==> src/rtl/regfile_pkg.sv <==
// ============================================================================
// Module      : regfile_pkg
// Description : Shared constants and state encoding for the register file
//               write-port controller.
// Revision    : 1.0 - initial release
// ============================================================================
`default_nettype none

package regfile_pkg;

    localparam int REG_ADDR_W = 5;
    localparam int REG_DATA_W = 32;
    localparam int NUM_REGS   = 2 ** REG_ADDR_W;

    localparam logic [REG_ADDR_W-1:0] ZERO_REG = 5'd0;

    typedef enum logic [0:0] {
        CLEAR = 1'b0,
        RUN   = 1'b1
    } state_t;

endpackage : regfile_pkg

`default_nettype wire

==> src/rtl/rr_arbiter2.sv <==
// ============================================================================
// Module      : rr_arbiter2
// Description : Two-request round-robin arbiter with one-hot grant; after any
//               grant the priority moves to the requester that lost.
// Revision    : 1.0 - initial release
// ============================================================================
`default_nettype none

module rr_arbiter2 (
    input  logic       Clock,
    input  logic       Reset,
    input  logic [1:0] Req,
    output logic [1:0] Grant
);

    // 0: requester 0 preferred, 1: requester 1 preferred
    logic r_prio;

    always_comb begin
        Grant = Req;
        if (Req == 2'b11) begin
            Grant = r_prio ? 2'b10 : 2'b01;
        end
    end

    always_ff @(posedge Clock) begin
        if (Reset) begin
            r_prio <= 1'b0;
        end else if (|Grant) begin
            r_prio <= Grant[0];
        end
    end

endmodule : rr_arbiter2

`default_nettype wire

==> src/rtl/regfile_wb_arbiter.sv <==
// ============================================================================
// Module      : regfile_wb_arbiter
// Description : Shares the register file write port between two writeback
//               requesters; optional post-reset clear via REGFILE_CLEAR_EN.
// Revision    : 1.0 - initial release
// ============================================================================
`default_nettype none

module regfile_wb_arbiter
    import regfile_pkg::*;
#(
    parameter int                DATA_W      = REG_DATA_W,
    parameter int                ADDR_W      = REG_ADDR_W,
    parameter logic [DATA_W-1:0] CLEAR_VALUE = '0
) (
    input  logic              Clock,
    input  logic              Reset,
    input  logic              AValid,
    input  logic [ADDR_W-1:0] AAddr,
    input  logic [DATA_W-1:0] AData,
    output logic              AReady,
    input  logic              BValid,
    input  logic [ADDR_W-1:0] BAddr,
    input  logic [DATA_W-1:0] BData,
    output logic              BReady,
    output logic [ADDR_W-1:0] WriteAddr,
    output logic [DATA_W-1:0] WriteData,
    output logic              RegWrite,
    output logic              ClearDone
);

    localparam logic [0:0] ST_CLEAR = CLEAR;
    localparam logic [0:0] ST_RUN   = RUN;

    logic              w_clearing;
    logic [ADDR_W-1:0] w_clr_addr;

`ifdef REGFILE_CLEAR_EN
    logic [0:0]        r_state;
    logic [ADDR_W-1:0] r_clr_cnt;

    always_ff @(posedge Clock) begin
        if (Reset) begin
            r_state   <= ST_CLEAR;
            r_clr_cnt <= '0;
        end else if (r_state == ST_CLEAR) begin
            r_clr_cnt <= r_clr_cnt + 1'b1;
            if (&r_clr_cnt) begin
                r_state <= ST_RUN;
            end
        end
    end

    assign w_clearing = (r_state == ST_CLEAR);
    assign w_clr_addr = r_clr_cnt;
    assign ClearDone  = (r_state == ST_RUN);
`else
    assign w_clearing = 1'b0;
    assign w_clr_addr = '0;
    assign ClearDone  = 1'b1;
`endif

    logic [1:0]        w_req;
    logic [1:0]        w_grant;
    logic              w_accept;
    logic [ADDR_W-1:0] w_addr;
    logic [DATA_W-1:0] w_data;

    // Masking with Reset keeps Ready low in the reset cycle in both builds.
    assign w_req = {BValid, AValid} & {2{~w_clearing & ~Reset}};

    rr_arbiter2 u_arb (
        .Clock (Clock),
        .Reset (Reset),
        .Req   (w_req),
        .Grant (w_grant)
    );

    assign AReady   = w_grant[0];
    assign BReady   = w_grant[1];
    assign w_accept = |w_grant;
    assign w_addr   = w_grant[1] ? BAddr : AAddr;
    assign w_data   = w_grant[1] ? BData : AData;

    always_ff @(posedge Clock) begin
        if (Reset) begin
            RegWrite  <= 1'b1;
            WriteAddr <= '0;
            WriteData <= '0;
        end else if (w_clearing) begin
            RegWrite  <= 1'b0;
            WriteAddr <= w_clr_addr;
            WriteData <= CLEAR_VALUE;
        end else if (w_accept && (w_addr != ADDR_W'(ZERO_REG))) begin
            RegWrite  <= 1'b0;
            WriteAddr <= w_addr;
            WriteData <= w_data;
        end else begin
            // Idle or $zero drop: address/data hold their last values.
            RegWrite  <= 1'b1;
        end
    end

endmodule : regfile_wb_arbiter

`default_nettype wire
==> config.mk <==
export PLATFORM = sky130hd
export DESIGN_NAME = regfile_wb_arbiter
export DESIGN_NICKNAME = d
export VERILOG_FILES = /design/src/rtl/regfile_pkg.sv /design/src/rtl/rr_arbiter2.sv /design/src/rtl/regfile_wb_arbiter.sv
export SDC_FILE = /design/constraint.sdc
export NUM_CORES = 1
export LEC_CHECK = 0
export BUFFER_PORTS_ARGS = -buffer_cell sky130_fd_sc_hd__buf_2
export CAP_MARGIN = 20
export CORE_MARGIN = 8
export CORE_UTILIZATION = 47
export DETAILED_ROUTE_END_ITERATION = 12
export GPL_TIMING_DRIVEN = 0
export PLACE_DENSITY = 0.88
export SYNTH_ARGS = -nofsm -noshare
export SYNTH_HDL_FRONTEND = slang
export SYNTH_SLANG_ARGS = --single-unit
==> constraint.sdc <==
create_clock -name Clock -period 3 [get_ports Clock]
set_input_delay 0.6 -clock Clock [delete_from_list [all_inputs] [get_ports Clock]]
set_output_delay 0.6 -clock Clock [all_outputs]
set_load 0.01 [all_outputs]
==> results.yml <==
yosys:
  synth_top_family_by_area: "multiplexers"
  edff_count_synth: 0
  synth.ff_latch_count: 39
  fraction_of_the_mapped_netlist_area_in_compound_gates_pct: 10.0
  seq_area_frac_synth_pct: 37.7
  syn_area_um2: 2070
  post_synth_mux_area_share_pct: 31.4
  synth-adder-area-share_pct: 0
  dominantRegCellSynth: "dfxtp_1"
  synth_area_per_cell_um2: 10.5
  synthCells: 197
  yosysWarningCount: 0
  mappedNetlistNets: 275
  synth.lib_cells_used.distinct: 33
  synth_xor_xnor_area_share_pct: 0
  yosys.area_share.simple_pct: 14.9
  synth_async_sr_flop_share_pct: 0
final_layout:
  synthToLayoutAreaGrowth_pct: 36.4
  mostFrequentLayoutCell: "buf_2"
  multi_input_area_um2: 1170
  diodes: 0
  filler_cell_count: 356
  mostFrequentLayoutCells: "120 x buf_2, 65 x mux2i_1, 39 x dfxtp_1"
  regArea_um2: 781
  fraction_of_layout_instances_using_a_drive_strength_above_1_pct: 42.5
  finish.cell_count_without_fillers: 374
  finalNetCount: 399
setup_path:
  worst_setup_path_start_kind: "input pin"
  reg2reg_depth: 6
  endpoint_kind: "output pin"
  crit_path_max_fanout: 8
  critPathRequiredTime_ps: 2400
  cp_data_arrival_time_ps: 1820
  timing.setup.critical_path_class: "in2out"
timing:
  skew_ps: 4.79
  period_share_pct: 80.5
  postLayoutSetupSlackWorst_ps: 584
  finalSetupViolCount: 0
  final.min_clock_period_ps: 2420
  slew_headroom_pct: 52.9
  hold_viol: 0
  tightestPinTransition_ps: 688
  setup-tns-final_ps: 0
  timing_max_transition_violations_final: 0
  grt_setup_unrepaired: "no"
  fmax_mhz: 414
floorplanning:
  core_area_um2: 4290
  initial_utilization_pct: 48.3
  row_count: 24
  fp.dieW_um: 82.4
  floorplan.die_area_um2: 6790
  io_pins: 119
  floorplan.die.height_um: 82.4
placed_design:
  detailedPlacementHpwl_mm: 4.39
  dp.cells: 366
  gpl.final_weighted_congestion: 0.815
  place_worst_setup_slack_ps: 587
  io_buffer_count: 117
route:
  route.detailed.drc: 0
  firstDrtPassIters: 4
  route.detailed.wl_per_inst_um: 14.6
  antenna_violating_nets_post_route: 0
  via_density_per_instance: 5.06
  route.final.wire_length_mm: 5.47
  via_count: 1894
  drtIter0Drc: 42
power_and_ir_drop:
  vdd.ir_drop.worst_mv: 0.306
  power.share.switching_pct: 28.4
  power.leakage_nw: 1.58
  power_density_nw_per_um2: 478
  share_clk_of_total_power_pct: 29.1
  internal-power_mw: 0.968
  pwr-share-comb_pct: 25.7
  p_sw_mw: 0.383
  total_power_mw: 1.35
  share_seq_of_total_power_pct: 45.2
clock_tree:
  cts_tree: "built"
  cts.sinks: 39
  cts.htree.levels: 2
  postCtsSetupBuffers: 0
  clk_latency_ps: 290
  hold_buffers: 0
  ctsLongestPathBuffers: 2
  clkTransAtPathRegs_ps: 70
  cts_inserted_buffers: 5
  cts_resized: 0
  root_buffer_selected_by_cts: "clkbuf_8"
worst_hold_path:
  hold_path_depth: 2
  timing.hold.worst.class: "reg2reg"
global_routing:
  grt_pass1_vias: 1985
  initial_antenna_violation_count: 0
  gr-usage-all-layers_pct: 15.7
  grt_overflow: 0
  grt_max_degree: 13
  grt_pass1_wl_mm: 8.43
run:
  cap_viol_max_count: 0
status:
  outcome: "finished clean"
synthesized netlist by cell type (2+ instances only):
library cell | n | share of area, %
o21ai_0 | 2 | 0.48
nor2b_1 | 3 | 0.91
a21o_1 | 3 | 1.1
or4_1 | 2 | 0.72
nand2b_1 | 34 | 10
o32ai_1 | 2 | 0.85
nand2_1 | 3 | 0.54
a31oi_1 | 2 | 0.60
o2111ai_1 | 2 | 0.85
a21oi_1 | 3 | 0.72
buf_2 | 3 | 0.72
or3_1 | 3 | 0.91
inv_1 | 4 | 0.72
dfxtp_1 | 39 | 38
nand3_1 | 2 | 0.48
buf_12 | 3 | 2.9
clkbuf_1 | 6 | 1.1
a211oi_1 | 2 | 0.72
mux2i_1 | 65 | 31
stage by stage:
step	area, um^2	hold slack [ps]	util (%)
finish	2830	476	65.8
global route	2830	495	65.8
CTS	2830	478	65.8
detailed placement	2720	463	63.4
global placement	2720	457	63.4
floorplan	2070	458	-
power groups by stage:
stage | sequential [mW] | clock (mW) | combinational (mW)
2_1_floorplan | 0.654 | 0 | 0.169
5_1_grt | 0.619 | 0.430 | 0.381
6_report | 0.611 | 0.394 | 0.348
4_1_cts | 0.611 | 0.406 | 0.354
3_3_place_gp | 0.619 | 0 | 0.345
3_5_place_dp | 0.623 | 0 | 0.353
worst paths after layout:
check	from	slack (ps)	end
worst max register to register	u_arb.r_prio	1140	WriteData[21]
worst min-delay path	WriteData[17]	480	WriteData[17]
worst max-delay path	Reset	580	BReady
worst min register to register	WriteData[17]	480	WriteData[17]
metal layers:
layer / global-route usage (%) / part of all wire [%] / vias up
met5: 0 / 0 / -
met2: 26.9 / 47 / 80
met4: 4.21 / 0.44 / 0
li1: - / - / 952
met1: 16.7 / 39 / 860
met3: 7.79 / 13 / 2
sequential cells by signal, summed over array words and instances, names as in the netlist:
signal / count
u_arb.r_prio: 1
WriteData: 32
WriteAddr: 5
RegWrite: 1
cell families (layout without fill, tap and decap cells):
family | Yosys count | after routing
buffers and inverters | 17 | 142
AOI/OAI and AO/OA | 25 | 25
muxes | 65 | 65
and+or+nand+nor | 50 | 50
DFF | 39 | 39
other | 1 | 1
area by class of cell:
class | count | area share [%]
multi-input cells | 141 | 41.4
clock inverters | 1 | 0.266
flip-flops and latches | 39 | 27.6
repair buffers | 117 | 20.7
inverters | 4 | 0.531
well taps | 52 | 2.30
plain buffers | 13 | 3.72
clock buffers | 7 | 3.41
critical path: stages:
cell      delay [ps]
buf_2            140
nor2b_1          110
clkbuf_1         260
nand2_1          320
inv_1            230
buf_2            160
(Power assumes the default switching activity.)
